==> config.mk <==
export PLATFORM = sky130hd
export DESIGN_NAME = maxpool2x2_stream
export DESIGN_NICKNAME = d
export VERILOG_FILES = /design/src/rtl/cnn_pkg.sv /design/src/rtl/pool_line_buffer.sv /design/src/rtl/maxpool2x2_stream.sv
export SDC_FILE = /design/constraint.sdc
export NUM_CORES = 1
export LEC_CHECK = 0
export ABC_AREA = 1
export ABC_CLOCK_PERIOD_IN_PS = 3000
export CORE_ASPECT_RATIO = 1.4
export CORE_UTILIZATION = 50
export DETAILED_ROUTE_END_ITERATION = 10
export HOLD_SLACK_MARGIN = 0.06
export PLACE_DENSITY_LB_ADDON = 0.15
export SLEW_MARGIN = 20
export SYNTH_ARGS = -nofsm -noshare
export SYNTH_HDL_FRONTEND = slang
export SYNTH_SLANG_ARGS = --single-unit
==> constraint.sdc <==
create_clock -name clock -period 3 [get_ports clock]
set_input_delay 0.6 -clock clock [delete_from_list [all_inputs] [get_ports clock]]
set_output_delay 0.6 -clock clock [all_outputs]
set_load 0.02 [all_outputs]
==> src/rtl/cnn_pkg.sv <==
// Shared CNN datapath types, geometry and helpers for the pooling stage.
package cnn_pkg;

   localparam int unsigned DATA_W         = 12;
   localparam int unsigned IN_W           = 20;
   localparam int unsigned IN_H           = 20;
   localparam int unsigned CHANNELS       = 16;
   localparam int unsigned POOL_OUT_COUNT = (IN_W / 2) * (IN_H / 2) * CHANNELS;

   localparam int unsigned COL_W    = $clog2(IN_W);
   localparam int unsigned ROW_W    = $clog2(IN_H);
   localparam int unsigned CH_W     = $clog2(CHANNELS + 1);
   localparam int unsigned LB_DEPTH = IN_W / 2;
   localparam int unsigned LB_IDX_W = $clog2(LB_DEPTH);

   typedef logic signed [DATA_W-1:0] act_t;

   typedef enum logic [1:0] {
      ST_IDLE = 2'd0,
      ST_RUN  = 2'd1,
      ST_DONE = 2'd2
   } pool_state_t;

   // Signed maximum; ties return the common value.
   function automatic act_t smax(input act_t a, input act_t b);
      return (a > b) ? a : b;
   endfunction

endpackage

==> src/rtl/pool_line_buffer.sv <==
// One pooled-row of horizontal maxima, written on even rows and read on odd rows.
module pool_line_buffer
   import cnn_pkg::*;
(
   input  logic                clock,
   input  logic                i_we,
   input  logic [LB_IDX_W-1:0] i_idx,
   input  act_t                i_wdata,
   output act_t                o_rdata
);

   act_t r_mem [LB_DEPTH];

   // Write port; contents need no reset since every entry is written before read.
   always_ff @(posedge clock) begin
      if (i_we) begin
         r_mem[i_idx] <= i_wdata;
      end
   end

   assign o_rdata = r_mem[i_idx];

endmodule

==> src/rtl/maxpool2x2_stream.sv <==
// Streaming 2x2 stride-2 signed max-pool over a channel-major feature map.
module maxpool2x2_stream
   import cnn_pkg::*;
(
   input  logic                     clock,
   input  logic                     reset_n,
   input  logic                     start,
   input  logic                     in_valid,
   output logic                     in_ready,
   input  logic signed [DATA_W-1:0] in_data,
   output logic                     out_valid,
   input  logic                     out_ready,
   output logic signed [DATA_W-1:0] out_data,
   output logic                     out_last,
   output logic                     busy,
   output logic                     done
);

   pool_state_t        r_state;
   pool_state_t        w_state_nxt;
   logic [COL_W-1:0]   r_col;
   logic [ROW_W-1:0]   r_row;
   logic [CH_W-1:0]    r_ch;
   logic               r_in_done;
   act_t               r_hold;
   logic               r_out_valid;
   logic               r_out_last;
   act_t               r_out_data;
   logic               r_busy;
   logic               r_done;

   logic               w_start_frame;
   logic               w_accept;
   logic               w_load;
   logic               w_out_xfer;
   logic               w_col_last;
   logic               w_row_last;
   logic               w_pix_last;
   logic               w_lb_we;
   logic [LB_IDX_W-1:0] w_lb_idx;
   act_t               w_lb_rdata;
   act_t               w_hmax;

   assign w_start_frame = start && (r_state != ST_RUN);
   assign w_out_xfer    = r_out_valid && out_ready;
   assign in_ready      = (r_state == ST_RUN) && !r_in_done && !(r_out_valid && !out_ready);
   assign w_accept      = in_valid && in_ready;
   assign w_col_last    = (r_col == COL_W'(IN_W - 1));
   assign w_row_last    = (r_row == ROW_W'(IN_H - 1));
   assign w_pix_last    = w_col_last && w_row_last && (r_ch == CH_W'(CHANNELS - 1));
   assign w_hmax        = smax(r_hold, in_data);
   assign w_lb_idx      = LB_IDX_W'(r_col >> 1);
   assign w_lb_we       = w_accept && r_col[0] && !r_row[0];
   assign w_load        = w_accept && r_col[0] && r_row[0];

   pool_line_buffer u_line_buf (
      .clock   (clock),
      .i_we    (w_lb_we),
      .i_idx   (w_lb_idx),
      .i_wdata (w_hmax),
      .o_rdata (w_lb_rdata)
   );

   // State register with registered status flags.
   always_ff @(posedge clock or negedge reset_n) begin
      if (!reset_n) begin
         r_state <= ST_IDLE;
         r_busy  <= 1'b0;
         r_done  <= 1'b0;
      end else begin
         r_state <= w_state_nxt;
         r_busy  <= (w_state_nxt == ST_RUN);
         r_done  <= (w_state_nxt == ST_DONE);
      end
   end

   // Next-state logic: frame ends when the final result leaves downstream.
   always_comb begin
      w_state_nxt = r_state;
      case (r_state)
         ST_IDLE: if (start) w_state_nxt = ST_RUN;
         ST_RUN:  if (w_out_xfer && r_out_last) w_state_nxt = ST_DONE;
         ST_DONE: if (start) w_state_nxt = ST_RUN;
         default: w_state_nxt = ST_IDLE;
      endcase
   end

   // Raster position counters, advanced only on accepted pixels.
   always_ff @(posedge clock or negedge reset_n) begin
      if (!reset_n) begin
         r_col     <= '0;
         r_row     <= '0;
         r_ch      <= '0;
         r_in_done <= 1'b0;
      end else if (w_start_frame) begin
         r_col     <= '0;
         r_row     <= '0;
         r_ch      <= '0;
         r_in_done <= 1'b0;
      end else if (w_accept) begin
         r_col <= w_col_last ? '0 : r_col + COL_W'(1);
         if (w_col_last) begin
            r_row <= w_row_last ? '0 : r_row + ROW_W'(1);
            if (w_row_last) begin
               r_ch <= r_ch + CH_W'(1);
            end
         end
         if (w_pix_last) begin
            r_in_done <= 1'b1;
         end
      end
   end

   // Even-column pixel held for the horizontal compare.
   always_ff @(posedge clock or negedge reset_n) begin
      if (!reset_n) begin
         r_hold <= '0;
      end else if (w_accept && !r_col[0]) begin
         r_hold <= in_data;
      end
   end

   // Output register: a new load wins over a same-cycle downstream accept.
   always_ff @(posedge clock or negedge reset_n) begin
      if (!reset_n) begin
         r_out_valid <= 1'b0;
         r_out_data  <= '0;
         r_out_last  <= 1'b0;
      end else if (w_load) begin
         r_out_valid <= 1'b1;
         r_out_data  <= smax(w_lb_rdata, w_hmax);
         r_out_last  <= w_pix_last;
      end else if (w_out_xfer) begin
         r_out_valid <= 1'b0;
         r_out_last  <= 1'b0;
      end
   end

   assign out_valid = r_out_valid;
   assign out_data  = r_out_data;
   assign out_last  = r_out_last;
   assign busy      = r_busy;
   assign done      = r_done;

endmodule

==> results.json <==
{
  "status": "finished, violations left",
  "violations": "negative setup slack",
  "ios": 34,
  "critPathRequiredTime_ps": 3310,
  "n_antenna_cell": 0,
  "worst_setup_path_start_kind": "register",
  "reg2reg_slack_ps": -310,
  "clkTransAtPathRegs_ps": 70,
  "fp-row-count": 52,
  "worst_clock_skew_ps": 11.8,
  "gp_congestion": 0.858,
  "cts_max_level": 4,
  "grt_first_pass_wirelength_mm": 27.7,
  "ir_worst_vdd_v": 0.00108,
  "yosys.area.top_type_share": 0.475,
  "critPathArrivalTime_ps": 3620,
  "worstSetupEndpointType": "register",
  "worst-setup-path-type": "register to register",
  "dr_total_vias": 5602,
  "rsz0062_at_grt": "yes",
  "synth-seq-cells": 166,
  "drv_cap": 0,
  "r2r-start": "r_hold[11]$_DFFE_PN0P_",
  "chipHeight_um": 148,
  "cts_tree": "built",
  "numCtsBuffers": 17,
  "die_w_um": 106,
  "synth_area_leaders": "edfxtp_1, dfrtp_1, nand2_1, a22oi_1, ha_1",
  "hp-class": "primary input to asynchronous set/reset pin",
  "drt-pass1-iter-count": 5,
  "core_area_mm2": 0.0146,
  "power_density_mw_per_mm2": 1260,
  "worstPathMaxFanout": 7,
  "setup_tns_ps": -3000,
  "port_buffers": 33,
  "endpoint": "out_data[0]$_DFFE_PN0P_",
  "drt_wl_total_mm": 17.2,
  "setup_viol": 12,
  "synthFlopType": "edfxtp_1",
  "yosys_warnings": 0,
  "cts_max_path_buffers": 2,
  "stdcell_area_mm2": 0.0101,
  "hpwlAfterDp_mm": 11.8,
  "fillerInstances": 1065,
  "area_growth_pct": 33.4,
  "insertion_delay_ps": 430,
  "antenna_left": 0,
  "grt_usage": 0.232,
  "cp-startpoint": "r_hold[11]$_DFFE_PN0P_",
  "grt_pass1_vias": 5846,
  "fin_ws_ps": -315,
  "timing.hold.ws_ps": 187,
  "report.final.hold_viol_count": 0,
  "syn_inst": 721,
  "grt_start_max_net_pins": 28,
  "viasPerCell": 5.34,
  "period_share": 1.10,
  "start_util": 0.518,
  "syn_nets": 766,
  "max_freq_mhz": 302,
  "regToRegEndpoint": "out_data[0]$_DFFE_PN0P_",
  "worst_pin_slew_ps": 635,
  "place_area_mm2": 0.00895,
  "netlist_area_mm2": 0.00759,
  "synth_edf_count": 120,
  "drive_gt1_frac": 0.308,
  "root_buffer": "clkbuf_16",
  "synth_area_per_cell_um2": 10.5,
  "leakage_nw": 4.25,
  "slew_violations": 0,
  "maxSlewHeadroom": 0.577,
  "worstRegToRegCells": 21,
  "layout_min_cycle_time_ps": 3310,
  "first_iter_violations": 249,
  "cts_sinks": 166,
  "synth_top_cell_by_area": "edfxtp_1",
  "antenna_found_initial": 0,
  "synth-seq-area-share": 0.627,
  "synth.distinct_cells": 35,
  "drc": 0,
  "async_reset_ff_frac": 0.277,
  "wl_per_cell_um": 16.4,
  "grt.overflow.total": 0,
  "die_area_mm2": 0.0157,
  "nets": 892
}
==> per-stage QoR <==
stage	instances	worst slack, ps	util	power, mW
detailed placement	1000	-1190	0.612	8.92
finish	1049	-315	0.692	12.8
global route	1049	-474	0.692	13.6
CTS	1047	-140	0.678	12.0
floorplan	721	-137	-	6.99
global placement	1000	-1060	0.612	8.73
==> layer usage <==
layer	up-vias	global-route usage	part of all wire
met5	-	0	0
met2	116	0.421	0.55
met3	21	0.0362	0.030
met1	2724	0.266	0.40
met4	0	0.103	0.015
li1	2741	-	-
==> critical path: stages (launching register included) <==
cell and delay [ps]:
dfrtp_1 420, ha_4 270, a21o_1 200, nor2_4 150, nand4_1 110, buf_6 150
nand3_4 200, nand2_4 90, nand2_4 80, inv_4 40, ha_4 270, nand2_4 60
nor2_4 120, and2_4 170, nand2_4 50, nand4_1 160, buf_4 150, nand3_4 170
nor2_4 130, nor2_2 40, nand2_1 100, nand2_1 60
==> registers in the layout (all words and copies together) (netlist names) <==
register          cells
busy                  1
done                  1
out_data             12
out_last              1
out_valid             1
r_ch                  5
r_col                 5
r_hold               12
r_in_done             1
r_row                 5
r_state               2
u_line_buf.r_mem    120
==> report_power, final <==
part	total [mW]	switching, mW	internal, mW
Sequential	3.40	0.216	3.18
Combinational	7.22	4.16	3.06
Clock	2.17	0.921	1.25
Total	12.8	5.30	7.50
==> Yosys cell counts (2+ instances only) <==
master and n:
a21oi_1 9, a22oi_1 48, buf_2 8, buf_4 7
buf_6 2, clkbuf_1 6, dfrtp_1 46, edfxtp_1 120
ha_1 28, inv_1 64, inv_2 4, nand2_1 178
nand2_2 4, nand3_1 47, nand4_1 8, nor2_1 74
nor2_2 3, nor3_1 11, nor3b_1 2, o21ai_0 33
o21ai_2 2, o22ai_1 4
==> cells in the final DEF (no fill, tap or decap), types with 4 or more instances in the layout <==
cell type | Yosys | final
buf_4 | 7 | 82
nor2_2 | 3 | 11
clkdlybuf4s15_1 | 0 | 5
nor2_4 | 1 | 9
nand3_4 | 0 | 13
o22ai_1 | 4 | 4
buf_6 | 2 | 8
inv_1 | 64 | 41
nand3_1 | 47 | 33
o21ai_0 | 33 | 33
clkbuf_16 | 0 | 17
inv_6 | 1 | 6
a22oi_1 | 48 | 48
nand4_1 | 8 | 8
ha_1 | 28 | 10
ha_4 | 0 | 18
nand2_4 | 1 | 26
buf_12 | 0 | 4
dfrtp_1 | 46 | 46
clkdlybuf4s50_1 | 0 | 20
nor2_1 | 74 | 58
edfxtp_1 | 120 | 120
nand2_2 | 4 | 15
nor3_1 | 11 | 11
inv_2 | 4 | 24
nand2_1 | 178 | 142
a21oi_1 | 9 | 6
==> repair_timing <==
item,in CTS,in global routing
gates resized for setup,91,53
setup endpoints to repair,12,12
buffers inserted,13,2
hold buffers,0,0
pin swaps,44,45
gates cloned,2,0
==> layout make-up <==
| class | instances | area (um^2) | share of cell area |
|---|---|---|---|
| Timing Repair Buffer | 128 | 1100 | 0.109 |
| Clock inverter | 14 | 164 | 0.0162 |
| Multi-Input combinational cell | 464 | 3150 | 0.311 |
| Tap cell | 189 | 236 | 0.0234 |
| Inverter | 70 | 290 | 0.0287 |
| Sequential cell | 166 | 4750 | 0.470 |
| Clock buffer | 18 | 429 | 0.0424 |
==> worst min-delay path by stage <==
stage                                  from                      end  slack (ps)  cells past startpoint
finish                              reset_n      r_ch[1]$_DFFE_PN0P_         190                      1
global route                        reset_n      r_ch[1]$_DFFE_PN0P_         240                      1
CTS                                 reset_n      r_ch[2]$_DFFE_PN0P_         200                      1
detailed placement  out_data[7]$_DFFE_PN0P_  out_data[7]$_DFFE_PN0P_         470                      2
global placement    out_data[7]$_DFFE_PN0P_  out_data[7]$_DFFE_PN0P_         470                      2
floorplan                           reset_n           busy$_DFF_PN0_         300                      0
==> logic make-up after synthesis <==
kind of cell / after synthesis / share of synthesized area
AOI/OAI and AO/OA: 98 / 0.0825
DFF: 166 / 0.627
buffers and inverters: 93 / 0.0541
muxes: 1 / 0.00132
xor gates and xnor gates: 1 / 0.00115
and+or+nand+nor: 334 / 0.188
adders and majority gates: 28 / 0.0462
(Power assumes the default switching activity.)
==> variant, RTL diff (config.mk and constraints unchanged) <==
`IN_H`: 20 -> 40.
--- a/src/rtl/cnn_pkg.sv
+++ b/src/rtl/cnn_pkg.sv
@@ -3,7 +3,7 @@
 
    localparam int unsigned DATA_W         = 12;
    localparam int unsigned IN_W           = 20;
-   localparam int unsigned IN_H           = 20;
+   localparam int unsigned IN_H           = 40;
    localparam int unsigned CHANNELS       = 16;
    localparam int unsigned POOL_OUT_COUNT = (IN_W / 2) * (IN_H / 2) * CHANNELS;
 
Formal check against the unedited RTL: no difference found for any inputs over 10 cycles, from zero or initial values and one cycle with reset_n low; that may be too few to reach the edited logic, so the function may still have changed.
==> variant against the unedited design <==
  * The run still ends with negative setup slack left
  * Area after synthesis grew 1.9%
  * Highest routed layer unchanged
  * First-iteration DRC count shrank 12%
  * Sequential cell count grew 1
  * Setup slack lost 75 ps
  * Cell area grew 0.87%
  * Wire length grew 3.8%
  * Hold slack lost 22 ps
Power is left out: the tool's default activity adds up to more than one toggle a clock period on the data nets, which glitch-free logic cannot reach.
==> variant: results (changes against the unedited design) <==
stage	metric	value	unit	change
cts	H-tree levels	4		unchanged
placement	Post-DP HPWL	11800	µm	about the same
synthesis	top_reg_cell synth	edfxtp_1		unchanged
drt	WL final	17900	µm	was 17200 µm
global_routing	vias in the first global route	5826		was 5846
timing	final hold slack	165	ps	was 187 ps
setup_path	Reg2Reg Setup Slack	-380	ps	was -310 ps
timing	Layout Skew	13.6	ps	was 11.8 ps
synthesis	top cells by area, synth	edfxtp_1 (47%), dfrtp_1 (15%), nand2_1 (9.0%), a22oi_1 (4.7%), ha_1 (4.5%)		was edfxtp_1 (47%), dfrtp_1 (15%), nand2_1 (8.8%), a22oi_1 (4.7%), ha_1 (4.6%)
global_routing	global-route wire length before repair	28500	µm	was 27700 µm
drt	vias per inst	5.41		was 5.34
outcome	failing checks	negative setup slack		unchanged
synthesis	area share of the largest cell type after synthesis	46.6	%	was 47.5%
setup_path	crit path DAT	3690	ps	was 3620 ps
synthesis	post-synthesis async set-or-reset flop share	28.1	%	was 27.7%
drt	DR iter-0 viols	219		was 249
timing	Slew headroom	62.8	%	was 57.7%
global_routing	gr usage total	23.4	%	was 23.2%
outcome	status	complete, but fails checks		unchanged
layout	Biggest register	u_line_buf.r_mem		unchanged
placement	Final Wtd Congestion	0.841		was 0.858
cts	TritonCTS Buffers	17		unchanged
timing	fin worst setup slack	-390	ps	was -315 ps
layout	final net count	890		was 892
synthesis	Post-synth EDFFs	120		unchanged
setup_path	Crit Path Max Fanout	8		was 7
cts	Worst-path clk slew	70	ps	about the same
synthesis	Distinct cells, synth	40		was 35
hold_path	HP Class	input port to async pin		unchanged
synthesis	Syn Nets	775		was 766
global_routing	largest net degree at the start of global routing	28		unchanged
layout	antenna cell count	0		unchanged
timing	TNS Setup	-3660	ps	was -3000 ps
drt	1st-pass router iterations	6		was 5
synthesis	Yosys Warn Count	0		unchanged
layout	max reg flops	120		unchanged
synthesis	top post-synthesis cells by count	nand2_1 (186), edfxtp_1 (120), nor2_1 (79)		was nand2_1 (178), edfxtp_1 (120), nor2_1 (74)
synthesis	sequential fraction of the synthesis area	61.8	%	was 62.7%
timing	Final setup viols	12		unchanged
layout	layout cell share with drive strength beyond 1	31.8	%	was 30.8%
global_routing	initial antenna violation count	0		unchanged
[variant: per-stage QoR]
step / util, % / cell area (µm²) / setup slack (ps) / std cells
5_1_grt: 67.8 / 10200 / -534 / 1050
6_report: 67.8 / 10200 / -390 / 1050
2_1_floorplan: - / 8110 / -98.6 / 730
3_3_place_gp: 60.4 / 9090 / -945 / 1001
3_5_place_dp: 60.4 / 9090 / -1090 / 1001
4_1_cts: 67.1 / 10100 / -268 / 1044
[variant: final cells by class]
cell class | count | area [µm²]
Tap cell | 192 | 240
Clock buffer | 17 | 425
Timing Repair Buffer | 119 | 1070
Multi-Input combinational cell | 472 | 3250
Fill cell | 1064 | 4840
Clock inverter | 15 | 160
Sequential cell | 167 | 4780
Inverter | 68 | 279
[variant: cell families (layout without fill, tap and decap cells)]
| kind of cell | after synthesis | count (layout) | share of synthesized area, % |
|---|---|---|---|
| AOI/OAI and AO/OA | 102 | 102 | 8.49 |
| xor gates and xnor gates | 1 | 1 | 0.113 |
| adders and majority gates | 28 | 28 | 4.53 |
| buffers and inverters | 92 | 219 | 5.37 |
| DFF | 167 | 167 | 61.8 |
| muxes | 1 | 1 | 0.129 |
| and+or+nand+nor | 339 | 340 | 19.6 |
[variant: layer usage]
metal | up-vias | track usage, % | wire length (µm)
li1 | 2745 | - | -
met1 | 2798 | 28.1 | 7280
met2 | 122 | 43.0 | 9780
met3 | 20 | 3.84 | 507
met4 | 0 | 6.85 | 286
met5 | - | 0 | 0
[variant: what timing repair did]
action | in CTS | in global routing
endpoints found under the setup margin | 12 | 12
resized for setup | 88 | 38
setup buffers | 8 | 6
pin swaps | 49 | 30
cloned | 3 | 1
[variant: path summary, 6_finish.rpt]
check | start | end | depth (start not counted)
max | in_data[5] | out_data[9] | 27
min | reset_n | r_ch[1] | 1
max reg2reg | r_hold[7] | out_data[9] | 25
min reg2reg | out_data[0] | out_data[0] | 2
max in group asynchronous | reset_n | out_data[1] | 2
min in group clock | in_data[8] | r_hold[8] | 3
[variant: critical path: stages]
cell	delay (ps)
clkdlybuf4s15_1	210
inv_2	60
ha_4	260
nand4_1	190
nor2_2	150
nand2_2	90
buf_4	140
nand4_1	100
nand2_4	80
buf_12	160
nand3_4	90
nand2_4	60
inv_2	60
ha_4	210
nand2_4	80
nor2_4	40
and2_4	170
nand2_4	60
nand3_2	80
nand2_2	90
nand3_4	110
buf_6	160
buf_16	150
nor2_4	70
nor2_1	40
nand2_1	90
nand2_1	60
